### config.mk
export PLATFORM = sky130hd
export DESIGN_NAME = fft_mcu_param
export DESIGN_NICKNAME = d
export VERILOG_FILES = /design/src/rtl/fft_mcu_pkg.sv /design/src/rtl/fft_stage_group_cnt.sv /design/src/rtl/fft_mcu_param.sv
export SDC_FILE = /design/constraint.sdc
export NUM_CORES = 1
export LEC_CHECK = 0
export CAP_MARGIN = 20
export CORE_MARGIN = 5
export CORE_UTILIZATION = 40
export DETAILED_ROUTE_END_ITERATION = 10
export GPL_ROUTABILITY_DRIVEN = 0
export PLACE_DENSITY = 0.65
export SYNTH_ARGS = -nofsm -noshare
export SYNTH_HDL_FRONTEND = slang
export SYNTH_SLANG_ARGS = --single-unit
### constraint.sdc
create_clock -name clk -period 2.35 [get_ports clk]
set_clock_uncertainty 0.05 [all_clocks]
set_input_delay 0.47 -clock clk [delete_from_list [all_inputs] [get_ports clk]]
set_output_delay 0.47 -clock clk [all_outputs]
set_load 0.01 [all_outputs]
### src/rtl/fft_mcu_pkg.sv
// Shared types and constants for the parametrised FFT main control unit.
package fft_mcu_pkg;

    typedef enum logic [2:0] {
        IDLE,
        LOAD_A,
        LOAD_TW,
        BFLY_WAIT,
        LOAD_OUT,
        SHIFT_OUT,
        DONE
    } state_t;

    localparam logic [1:0] ADDR_IDLE    = 2'b00;
    localparam logic [1:0] ADDR_RD_SAMP = 2'b01;
    localparam logic [1:0] ADDR_RD_TW   = 2'b10;
    localparam logic [1:0] ADDR_WR      = 2'b11;

    function automatic int max2(input int a, input int b);
        return (a > b) ? a : b;
    endfunction

endpackage

### src/rtl/fft_stage_group_cnt.sv
// Nested group/stage counter: group wraps into the next stage on advance.
// Registered counts, combinational last flags; clear has priority over advance.
module fft_stage_group_cnt #(
    parameter int GROUPS = 2,
    parameter int STAGES = 6,
    parameter int GRP_W  = 1,
    parameter int STG_W  = 3
) (
    input  logic             clk,
    input  logic             n_rst,
    input  logic             clr,
    input  logic             adv,
    output logic [GRP_W-1:0] group_idx,
    output logic [STG_W-1:0] stage_idx,
    output logic             last_group,
    output logic             last_stage
);

    logic [GRP_W-1:0] grp_q;
    logic [STG_W-1:0] stg_q;

    assign last_group = (grp_q == GRP_W'(GROUPS - 1));
    assign last_stage = (stg_q == STG_W'(STAGES - 1));
    assign group_idx  = grp_q;
    assign stage_idx  = stg_q;

    // The final stage keeps its index while the results wait in DONE.
    always_ff @(posedge clk or negedge n_rst) begin
        if (!n_rst) begin
            grp_q <= '0;
            stg_q <= '0;
        end else if (clr) begin
            grp_q <= '0;
            stg_q <= '0;
        end else if (adv) begin
            if (last_group) begin
                grp_q <= '0;
                if (!last_stage) stg_q <= stg_q + STG_W'(1);
            end else begin
                grp_q <= grp_q + GRP_W'(1);
            end
        end
    end

endmodule

### src/rtl/fft_mcu_param.sv
// Sequences an N-point FFT: per group load samples, twiddles, wait, load, write back.
// Indices and pulses registered, strobes/enables decoded from state; rd_valid/wr_ready stall beats.
module fft_mcu_param
    import fft_mcu_pkg::*;
#(
    parameter int N_POINTS   = 64,
    parameter int GROUP_SIZE = 32,
    parameter int TW_BEATS   = 16,
    parameter int BFLY_LAT   = 1,
    localparam int STAGES    = $clog2(N_POINTS),
    localparam int GROUPS    = N_POINTS / GROUP_SIZE,
    localparam int STG_W     = max2(1, $clog2(STAGES)),
    localparam int GRP_W     = max2(1, $clog2(GROUPS)),
    localparam int BEAT_W    = max2(1, $clog2(max2(GROUP_SIZE, max2(TW_BEATS, BFLY_LAT))))
) (
    input  logic              clk,
    input  logic              n_rst,
    input  logic              fft_start,
    input  logic              fft_inverse,
    input  logic              abort,
    input  logic              rd_valid,
    input  logic              wr_ready,
    input  logic              data_sent,
    output logic [1:0]        addr_mode,
    output logic [STG_W-1:0]  stage_idx,
    output logic [GRP_W-1:0]  group_idx,
    output logic [BEAT_W-1:0] beat_idx,
    output logic              read_enable,
    output logic              input_ena,
    output logic              load_enable,
    output logic              output_ena,
    output logic              write_enable,
    output logic              inverse_mode,
    output logic              stage_strobe,
    output logic              busy,
    output logic              fft_done,
    output logic              aborted
);

    localparam logic [BEAT_W-1:0] GS_LAST  = BEAT_W'(GROUP_SIZE - 1);
    localparam logic [BEAT_W-1:0] TW_LAST  = BEAT_W'(TW_BEATS - 1);
    localparam logic [BEAT_W-1:0] LAT_LAST = BEAT_W'(BFLY_LAT - 1);

    state_t            state_q;
    logic [BEAT_W-1:0] beat_q;
    logic              inv_q;
    logic              abt_q;
    logic              kill;
    logic              grp_adv;
    logic              cnt_clr;
    logic              last_group;
    logic              last_stage;

    assign kill    = abort && (state_q != IDLE);
    assign grp_adv = (state_q == SHIFT_OUT) && wr_ready && (beat_q == GS_LAST) && !abort;
    assign cnt_clr = ((state_q == IDLE) && fft_start) || kill || ((state_q == DONE) && data_sent);

    fft_stage_group_cnt #(
        .GROUPS (GROUPS),
        .STAGES (STAGES),
        .GRP_W  (GRP_W),
        .STG_W  (STG_W)
    ) u_cnt (
        .clk        (clk),
        .n_rst      (n_rst),
        .clr        (cnt_clr),
        .adv        (grp_adv),
        .group_idx  (group_idx),
        .stage_idx  (stage_idx),
        .last_group (last_group),
        .last_stage (last_stage)
    );

    always_ff @(posedge clk or negedge n_rst) begin
        if (!n_rst) begin
            state_q <= IDLE;
            beat_q  <= '0;
            inv_q   <= 1'b0;
            abt_q   <= 1'b0;
        end else begin
            abt_q <= kill;
            if (kill) begin
                state_q <= IDLE;
                beat_q  <= '0;
            end else begin
                case (state_q)
                    IDLE: if (fft_start) begin
                        state_q <= LOAD_A;
                        beat_q  <= '0;
                        inv_q   <= fft_inverse;
                    end
                    LOAD_A: if (rd_valid) begin
                        if (beat_q == GS_LAST) begin
                            state_q <= LOAD_TW;
                            beat_q  <= '0;
                        end else begin
                            beat_q <= beat_q + BEAT_W'(1);
                        end
                    end
                    LOAD_TW: if (rd_valid) begin
                        if (beat_q == TW_LAST) begin
                            state_q <= BFLY_WAIT;
                            beat_q  <= '0;
                        end else begin
                            beat_q <= beat_q + BEAT_W'(1);
                        end
                    end
                    BFLY_WAIT: begin
                        if (beat_q == LAT_LAST) begin
                            state_q <= LOAD_OUT;
                            beat_q  <= '0;
                        end else begin
                            beat_q <= beat_q + BEAT_W'(1);
                        end
                    end
                    LOAD_OUT: state_q <= SHIFT_OUT;
                    SHIFT_OUT: if (wr_ready) begin
                        if (beat_q == GS_LAST) begin
                            beat_q  <= '0;
                            state_q <= (last_group && last_stage) ? DONE : LOAD_A;
                        end else begin
                            beat_q <= beat_q + BEAT_W'(1);
                        end
                    end
                    DONE: if (data_sent) state_q <= IDLE;
                    default: state_q <= IDLE;
                endcase
            end
        end
    end

    always_comb begin
        addr_mode    = ADDR_IDLE;
        read_enable  = 1'b0;
        input_ena    = 1'b0;
        load_enable  = 1'b0;
        output_ena   = 1'b0;
        write_enable = 1'b0;
        busy         = 1'b1;
        fft_done     = 1'b0;
        case (state_q)
            IDLE: busy = 1'b0;
            LOAD_A: begin
                addr_mode   = ADDR_RD_SAMP;
                read_enable = 1'b1;
                input_ena   = rd_valid;
            end
            LOAD_TW: begin
                addr_mode   = ADDR_RD_TW;
                read_enable = 1'b1;
                input_ena   = rd_valid;
            end
            LOAD_OUT: load_enable = 1'b1;
            SHIFT_OUT: begin
                addr_mode    = ADDR_WR;
                output_ena   = wr_ready;
                write_enable = wr_ready;
            end
            DONE: fft_done = 1'b1;
            default: busy = (state_q != IDLE);
        endcase
    end

    assign stage_strobe = grp_adv && last_group;
    assign beat_idx     = beat_q;
    assign inverse_mode = inv_q;
    assign aborted      = abt_q;

endmodule

After elaboration in Yosys (flattened, before gate mapping) --
Index checks and enable logic that the tools add are counted.
Operators by class: $add $sub $neg 3, $mul 0, divide/modulo/power cells 0, magnitude comparators 0, equality and inequality tests 19, shift operators 0, mux-type cells 35, bitwise logic cells 1, reductions and logical operators 23
Operator list (count):
- two-way mux 3 bit | 15
- two-way mux 5 bit | 8
- one-hot mux 5 bit (5 select lines) | 1
- != test 3 bit, second input constant | 8
- one-hot mux 3 bit (7 select lines) | 1
- equality test 3 bit, second input constant | 4
- AND reduction 9 bit | 1
- logical AND 1 bit | 8
- two-way mux 1 bit | 8
- equality test 3 x 2 -> 1 bit, second input constant | 2
- one-hot mux 2 bit (3 select lines) | 1
- AND reduction 3 bit | 2
- nonzero test 6 bit | 1
- adder 5 x 1 -> 5 bit, second input constant | 1
- equality test 5 x 4 -> 1 bit, second input constant | 1
- equality test 5 bit, second input constant | 1
- logical NOT 5 bit | 1
- AND reduction 5 bit | 1
- OR reduction 5 bit | 1
- nonzero test 2 bit | 2
- adder 3 x 1 -> 3 bit, second input constant | 1
- equality test 3 x 1 -> 1 bit, second input constant | 1
- logical NOT 3 bit | 1
- != test 3 x 2 -> 1 bit, second input constant | 1
- 8 further kinds | 9
Word-level totals: register bits 14, bits in latches 0, bits in writable memories 0, bits in read-only memories 0, bits of input ports 8, word-level logic and storage cells 87, memories 0

Depth between registers and ports, before layout --
Gate-level depths: netlist of run 1.
word-level depth 7, depth in mapped cells 7, mapped depth without buffers 7

Hierarchy --
Synthesis of run 1 repeated with hierarchy kept, for this count alone.
Unflattened totals: cell total of the unflattened synthesis 128, area total of the unflattened synthesis 1087.3 um2
Modules (own cells, without submodules):
- fft_mcu_param | times used 1, cells each 105, area an instance 848.3 um2, sequential area each 250.2 um2
- fft_stage_group_cnt | times used 1, cells each 23, area an instance 239.0 um2, sequential area each 100.1 um2

Worst setup path after synthesis of run 1 --
OpenSTA, ideal clock, no wires.
kind reg-to-reg, start register beat_q[1] (netlist: beat_idx[1]), end register beat_q[0] (netlist: beat_idx[0]), data arrival time 1711 ps, slack 464 ps, stages on the path, launching flop included 7, period minus slack after synthesis 1886 ps, path through dfrtp_1 > ha_1 > nand3_2 > or3_1 > a32o_1 > nor2b_2 > mux2_4
Between the ends: cells in the longest elaborated chain, start to end 5
RTL lines:
- start, declared | line fft_mcu_param.sv:45 | logic [BEAT_W-1:0] beat_q;
- start signal, assigned | line fft_mcu_param.sv:97 | beat_q <= beat_q + BEAT_W'(1);
- start signal, assigned | line fft_mcu_param.sv:105 | beat_q <= beat_q + BEAT_W'(1);
- start signal, assigned | line fft_mcu_param.sv:113 | beat_q <= beat_q + BEAT_W'(1);
- equality test 5 bit / equality test 5 x 4 -> 1 bit (equally long branches) | line fft_mcu_param.sv:93, fft_mcu_param.sv:118, fft_mcu_param.sv:101
- two-way mux 5 bit (on tied branches) | line fft_mcu_param.sv:93, fft_mcu_param.sv:118, fft_mcu_param.sv:101
- two-way mux 5 bit (on tied branches) | line fft_mcu_param.sv:117, fft_mcu_param.sv:92, fft_mcu_param.sv:100
- one-hot mux 5 bit (5 select lines) * | line fft_mcu_param.sv:86 | case (state_q)
- two-way mux 5 bit * | line fft_mcu_param.sv:82 | if (kill) begin
Mark *: on every way between the ends. The rest lies on a longest branch, timed or not. The select of a mux whose other input is x is not followed. A chain may end at the register's enable or synchronous reset.

Worst setup path after layout of run 1 --
start register state_q[0], end output port busy
Between the ends: cells in the longest elaborated chain, start to end 3
RTL lines:
- start, declared | line fft_mcu_param.sv:44 | state_t state_q;
- start signal, assigned | line fft_mcu_param.sv:120 | state_q <= (last_group && last_stage) ? DONE : LOAD_A;
- equality test 3 bit (tied with other cells) | line fft_mcu_param.sv:141 | case (state_q)
- OR reduction 5 bit (no source line)
- one-hot mux 1 bit (2 select lines) * | line fft_mcu_param.sv:141
- end, declared | line fft_mcu_param.sv:35 | output logic busy,
Mark *: on every way between the ends. The rest lies on a longest branch, timed or not.

==> impl_results.md, run 1 <==
* Status: complete, no violations
* Die area at 3980 µm²
* Multi-input logic area at 729 µm²
* Power density over cell area at 944 nW/µm²
* Die height at 63.1 µm
* Final core utilization at 0.580
* DP Wirelength at 2.35 mm
* Initial DRC count at 72
* Placeable Area at 2730 µm²
* Clk pin slew, worst setup/hold paths at 0.09 ns
* DRC errors left at 0
* Terminus of the critical flop-to-flop path: beat_idx[0]$_DFFE_PN0P_
* Filler cell count at 245
* Worst Path Max Fanout at 6
* Critical path required time at 1.83 ns
* RSZ-0062 raised after global routing: false
* R2r startpoint: beat_idx[1]$_DFFE_PN0P_
* Final WL at 2.98 mm
* Pleak at 0.706 nW
* Post-CTS setup buffers at 0
* Inserted Clock Buffers at 3
* Initial DRT Pass Iterations at 4
* Max clock buf depth at 2
* Hold_sp: inverse_mode$_DFFE_PN0P_
* CTS tree: done
* Synth Instances at 133
* Die Wd at 63.1 µm
* Inst Count DP at 201
* # setup viols final at 0
* Mapped Area at 1130 µm²
* VDD IR max at 0.734 mV
* CTS hold repair buffers at 0
* First-pass GRT wire length at 4.92 mm
* Clk_lat worst skew at 0.28 ns
* Yosys Warn Count at 0
* CP Capture Type: primary output
* H-tree depth at 1
* Row count at 19
* Antenna violations before repair at 0
* Layout cells sized above 1 at 0.218
* Max cap viols at 0
* Total grt overflow at 0
* Reg2Reg Depth at 8
* Largest net degree at the start of global routing at 15
* WHS at 0.459 ns
* Nets@finish at 188
* Final Non-Filler Cells at 205
* Total Power at 1.50 mW
* All-Layer GR Usage at 0.151
* Crit path DAT at 1.77 ns
* Synthesis-stage register bit count at 14
* Synth Net Count at 146
* Vias per inst at 5.38
* Starting density of the core at 0.413
* Setup TNS at 0 ns
* Syn avg cell area at 8.49 µm²
* Slew HR at 0.577
* Routed len/inst at 14.5 µm
* Actual slew at the worst max-slew pin at 0.632 ns
* Routed Antenna Nets at 0
* I/O Pins at 29
* Fmax at 438 MHz
* Root buffer cell: clkbuf_4
* Most frequent cells in the layout: 25 x clkdlybuf4s50_1, 19 x nor2_1, 16 x buf_4
* Final hold vios at 0
* FF/Latch Area at 354 µm²
* PortBufs at 28
* Final worst path period share at 0.973
* Commonest non-fill, non-tap cell in the layout: clkdlybuf4s50_1
* Register area share after synthesis at 0.310
* R2R Setup Slk at 0.33 ns
* Hold endpoint: inverse_mode$_DFFE_PN0P_
* Distinct cell type count after synthesis at 46
* Hold crit path type: reg -> reg
* Tmin final at 2.29 ns
* Vias in the first global route at 1048
* Hold Path Depth at 1
* Area delta synth->final at 40.5%
* Antenna Cells at 0
* Crit path kind: reg -> out
* Clock sinks at 14
* Crit start category: flip-flop
* Via count at 1103
* Max-slew violations at 0
[metrics by stage]
step	instance area [µm²]	setup WS [ns]
CTS	1580	0.0147
floorplan	1130	0.464
global route	1590	0.0120
global placement	1530	-0.0860
finish	1590	0.0645
detailed placement	1530	-0.0857
[worst max-delay path by stage]
stage          cells after the start                    start                      end  slack [ns]
3_5_place_dp                       4                 wr_ready             stage_strobe       -0.09
5_1_grt                            3   state_q[0]$_DFFE_PN0P_                     busy        0.01
2_1_floorplan                      6  beat_idx[1]$_DFFE_PN0P_  beat_idx[0]$_DFFE_PN0P_        0.46
4_1_cts                            4                 wr_ready             write_enable        0.01
6_report                           3   state_q[0]$_DFFE_PN0P_                     busy        0.06
3_3_place_gp                       4                 wr_ready             stage_strobe       -0.09
[cell type report]
| class | instances | area share |
|---|---|---|
| clock buffers | 4 | 0.0229 |
| inverters | 8 | 0.0189 |
| multi-input cells | 104 | 0.460 |
| flip-flops and latches | 14 | 0.223 |
| well taps | 31 | 0.0245 |
| repair buffers | 44 | 0.250 |
[sequential cells by signal, indices dropped and copies added, names as in the netlist]
signal           flops
u_cnt.group_idx      1
u_cnt.stage_idx      3
inverse_mode         1
beat_idx             5
aborted              1
state_q              3
[cell usage after synthesis, drive strengths merged]
library cell  instances  share of area
nor4                  3          0.030
mux2i                 2          0.018
o221ai                1         0.0078
xnor2                 1         0.0078
nor3                  3          0.013
dfrtp                14           0.31
a211oi                1         0.0067
nand3b                1         0.0067
nor2b                 2          0.013
a221oi                1         0.0078
o21ai                 3          0.013
o31ai                 3          0.024
a21oi                12          0.053
or3                   2          0.011
or2                   1         0.0055
ha                    5          0.055
clkbuf                2         0.0067
and2                  2          0.011
nand3                 7          0.035
inv                   8          0.027
o2bb2ai               1          0.024
nor2                 21          0.070
xor2                  1         0.0078
nand2                 6          0.020
nor3b                 1         0.0067
o21a                  1         0.0067
a22o                  5          0.039
nand2b                7          0.045
a32o                  1         0.0089
and3                  2          0.011
nor4b                 1          0.013
buf                   5          0.024
nand4                 1         0.0055
and4b                 1         0.0089
o21bai                1         0.0067
mux2                  2          0.023
a21o                  2          0.014
[routing by layer]
metal	vias up	wire, µm	global-route usage
met5	-	0	0
met1	514	1320	0.193
met2	34	1490	0.253
li1	553	-	-
met3	2	148	0.0426
met4	0	16	0.0318
[power breakdown]
part | switching, mW | total [mW] | internal, mW
Sequential | 0.0693 | 0.362 | 0.292
Clock | 0.0820 | 0.176 | 0.0942
Combinational | 0.488 | 0.958 | 0.470
[what timing repair did]
| item | in CTS | in global routing |
|---|---|---|
| pin swaps | 1 | 0 |
| gates resized for setup | 6 | 4 |
| setup endpoints to repair | 4 | 4 |
[kinds of logic after synthesis]
| logic type | after synthesis | share of synthesized area |
|---|---|---|
| and+or+nand+nor | 61 | 0.307 |
| AOI/OAI and AO/OA | 32 | 0.213 |
| adders and majority gates | 5 | 0.0554 |
| xor gates and xnor gates | 2 | 0.0155 |
| muxes | 4 | 0.0410 |
| DFF | 14 | 0.310 |
| buffers and inverters | 15 | 0.0577 |
[worst max-delay path: stages, from the launching register on]
cell and delay, ns:
dfrtp_2 0.46, buf_4 0.17, or3_1 0.37, clkdlybuf4s50_1 0.49
No activity file was read; power rests on OpenSTA's default activity.
==> inputs of run 2 (changes only) <==
--- a/config.mk
+++ b/config.mk
@@ -14,3 +14,4 @@
 export SYNTH_ARGS = -nofsm -noshare
 export SYNTH_HDL_FRONTEND = slang
 export SYNTH_SLANG_ARGS = --single-unit
+export TNS_END_PERCENT = 20
==> run 2 against run 1 <==
Compared with the run above:
- design area increased by 2.0%
- maximum frequency rose by 0.65%
- first-iteration DRC count is 8.3% higher
- wire length rose by 1.0%
- sequential share of layout area is 0.43 points lower
- sequential power is 2% lower
- via count is 2.5% higher
- register-to-register slack about the same
- critical path depth grew 1
- count of clock-buffer cells in the layout unchanged
- die area is the same
- critical path type is now in -> out
- largest power group unchanged
==> impl_results.md, run 2 (synthesis results as in run 1) <==
* Status: complete, no violations
* Filler cell count at 248 (+1.2%)
* Total grt overflow at 0 (unchanged)
* Fmax at 440 MHz (+0.65%)
* Inserted Clock Buffers at 3 (unchanged)
* Hold Path Depth at 1 (unchanged)
* Crit path max-delay family: buffers and inverters
* Critical path required time at 1.83 ns (about the same)
* Nets@finish at 192 (+2.1%)
* Routed len/inst at 14.4 µm (-0.93%)
* Hold crit path type: reg -> reg
* I/O Pins at 29 (unchanged)
* CP Capture Type: primary output
* First-pass GRT wire length at 4.92 mm (unchanged)
* Crit path DAT at 1.75 ns (-0.02 ns)
* Largest net degree at the start of global routing at 15 (unchanged)
* Antenna violations before repair at 0 (unchanged)
* Final core utilization at 0.591 (+0.0114)
* Number of flip-flops in the largest register at 5 (unchanged)
* DP Wirelength at 2.35 mm (unchanged)
* Die height at 63.1 µm (unchanged)
* Crit path kind: in -> out
* Routed Antenna Nets at 0 (unchanged)
* Antenna Cells at 0 (unchanged)
* Via count at 1131 (+2.5%)
* Slew HR at 0.577 (about the same)
* Hold endpoint: inverse_mode$_DFFE_PN0P_
* CTS tree: done
* Worst Path Max Fanout at 3 (-3)
* Clock sinks at 14 (unchanged)
* Vias per inst at 5.41 (+0.58%)
* Vias in the first global route at 1048 (unchanged)
* Initial DRC count at 78 (+8.3%)
* Placed cell area at 1530 µm² (unchanged)
* Reg2Reg Depth at 8 (unchanged)
* Layout cells sized above 1 at 0.242 (+0.0232)
* CP max stage delay at 0.55 ns (+0.06 ns)
* RSZ-0062 raised after global routing: false
* Starting density of the core at 0.413 (unchanged)
* Final hold vios at 0 (unchanged)
* Root buffer cell: clkbuf_4
* Placeable Area at 2730 µm² (unchanged)
* Area delta synth->final at 43.2%
* R2r startpoint: beat_idx[1]$_DFFE_PN0P_
* Clk_lat worst skew at 0.28 ns (about the same)
* Final worst path period share at 0.966 (-0.00630)
* Hold_sp: inverse_mode$_DFFE_PN0P_
* Buffer and inverter count on the worst path at 2 (unchanged)
* CP most frequent cell: clkdlybuf4s50_1
* Initial DRT Pass Iterations at 4 (unchanged)
* Max clock buf depth at 2 (unchanged)
* VDD IR max at 0.712 mV (-3.0%)
* Pleak at 0.739 nW (+4.7%)
* All-Layer GR Usage at 0.151 (unchanged)
* Crit-path cells: clkdlybuf4s50_1 -> nand2_1 -> nor2_2 -> clkdlybuf4s50_1
* CTS hold repair buffers at 0 (unchanged)
* # setup viols final at 0 (unchanged)
* PortBufs at 28 (unchanged)
* Die area at 3980 µm² (unchanged)
* CP max-delay cell: clkdlybuf4s50_1
* Clk pin slew, worst setup/hold paths at 0.08 ns (about the same)
* Most frequent cells in the layout: 24 x clkdlybuf4s50_1, 21 x buf_4, 19 x nor2_1
* Final WL at 3.01 mm (+1.0%)
* R2R Setup Slk at 0.33 ns (about the same)
* DRC errors left at 0 (unchanged)
* Power density over cell area at 955 nW/µm² (+1.1%)
* H-tree depth at 1 (unchanged)
* Inst Count DP at 201 (unchanged)
* Crit start category: input pin
* Final Non-Filler Cells at 209 (+2.0%)
* Actual slew at the worst max-slew pin at 0.633 ns (+0.000835 ns)
* Commonest non-fill, non-tap cell in the layout: clkdlybuf4s50_1
* Finished Cell Area at 1620 µm² (+2.0%)
* Terminus of the critical flop-to-flop path: beat_idx[0]$_DFFE_PN0P_
* Max-slew violations at 0 (unchanged)
* Die Wd at 63.1 µm (unchanged)
* Total Power at 1.54 mW (+3.1%)
* Tmin final at 2.27 ns (-0.0148 ns)
* Row count at 19 (unchanged)
* Max cap viols at 0 (unchanged)
-- run 2: changes by cell type in the layout (fill, tap and decap cells not counted), sizes merged --
| cell | delta |
|---|---|
| buf | +5 |
| clkdlybuf4s50 | -1 |
| dlygate4sd2 | -1 |
| dlymetal6s2s | +1 |
-- run 2: stage by stage --
step           hold slack [ns]  TNS [ns]  setup slack, ns
2_1_floorplan            0.124         0            0.464
3_3_place_gp             0.441   -0.0860          -0.0860
3_5_place_dp             0.441   -0.0857          -0.0857
4_1_cts                  0.461   -0.0171          -0.0171
5_1_grt                  0.474         0           0.0218
6_report                 0.459         0           0.0793
-- run 2: power by group --
part	internal, mW	total [mW]	switching (mW)
clock	0.0942	0.176	0.0822
sequential	0.292	0.353	0.0603
combinational	0.509	1.01	0.505
total	0.895	1.54	0.648
-- run 2: worst max path at each step --
stage / from / to / cells past startpoint
after floorplan: beat_idx[1]$_DFFE_PN0P_ / beat_idx[0]$_DFFE_PN0P_ / 6
after global placement: wr_ready / stage_strobe / 4
after detailed placement: wr_ready / stage_strobe / 4
after CTS: state_q[1]$_DFFE_PN0P_ / input_ena / 4
after global routing: wr_ready / write_enable / 4
final: wr_ready / write_enable / 4
-- run 2: layout make-up --
type,count,area (µm²),share of cell area
repair buffers,48,428,0.265
well taps,31,38.8,0.0240
flip-flops and latches,14,354,0.219
clock buffers,4,36.3,0.0224
inverters,8,30.0,0.0186
multi-input cells,104,729,0.451
-- run 2: timing repair --
action                     in CTS  in global routing
setup buffers                   0                  4
resized for setup               5                  6
setup endpoints to repair       4                  5
cloned                          0                  0
pin swaps                       1                  1
-- run 2: layer usage --
metal | part of all wire | wire (µm) | vias up | GRT usage
met5 | 0 | 0 | - | 0
met4 | 0.0053 | 16 | 0 | 0.0318
met3 | 0.052 | 158 | 2 | 0.0426
met2 | 0.51 | 1530 | 38 | 0.253
met1 | 0.43 | 1300 | 530 | 0.193
li1 | - | - | 561 | -
-- run 2: worst register-to-register path: cells and delay by family (launching register included) --
kind,cells,cell delay (ns)
AOI/OAI and AO/OA,1,0.25
adders and majority gates,1,0.14
buffers and inverters,2,0.20
DFF,1,0.39
muxes,1,0.26
and+or+nand+nor,3,0.62
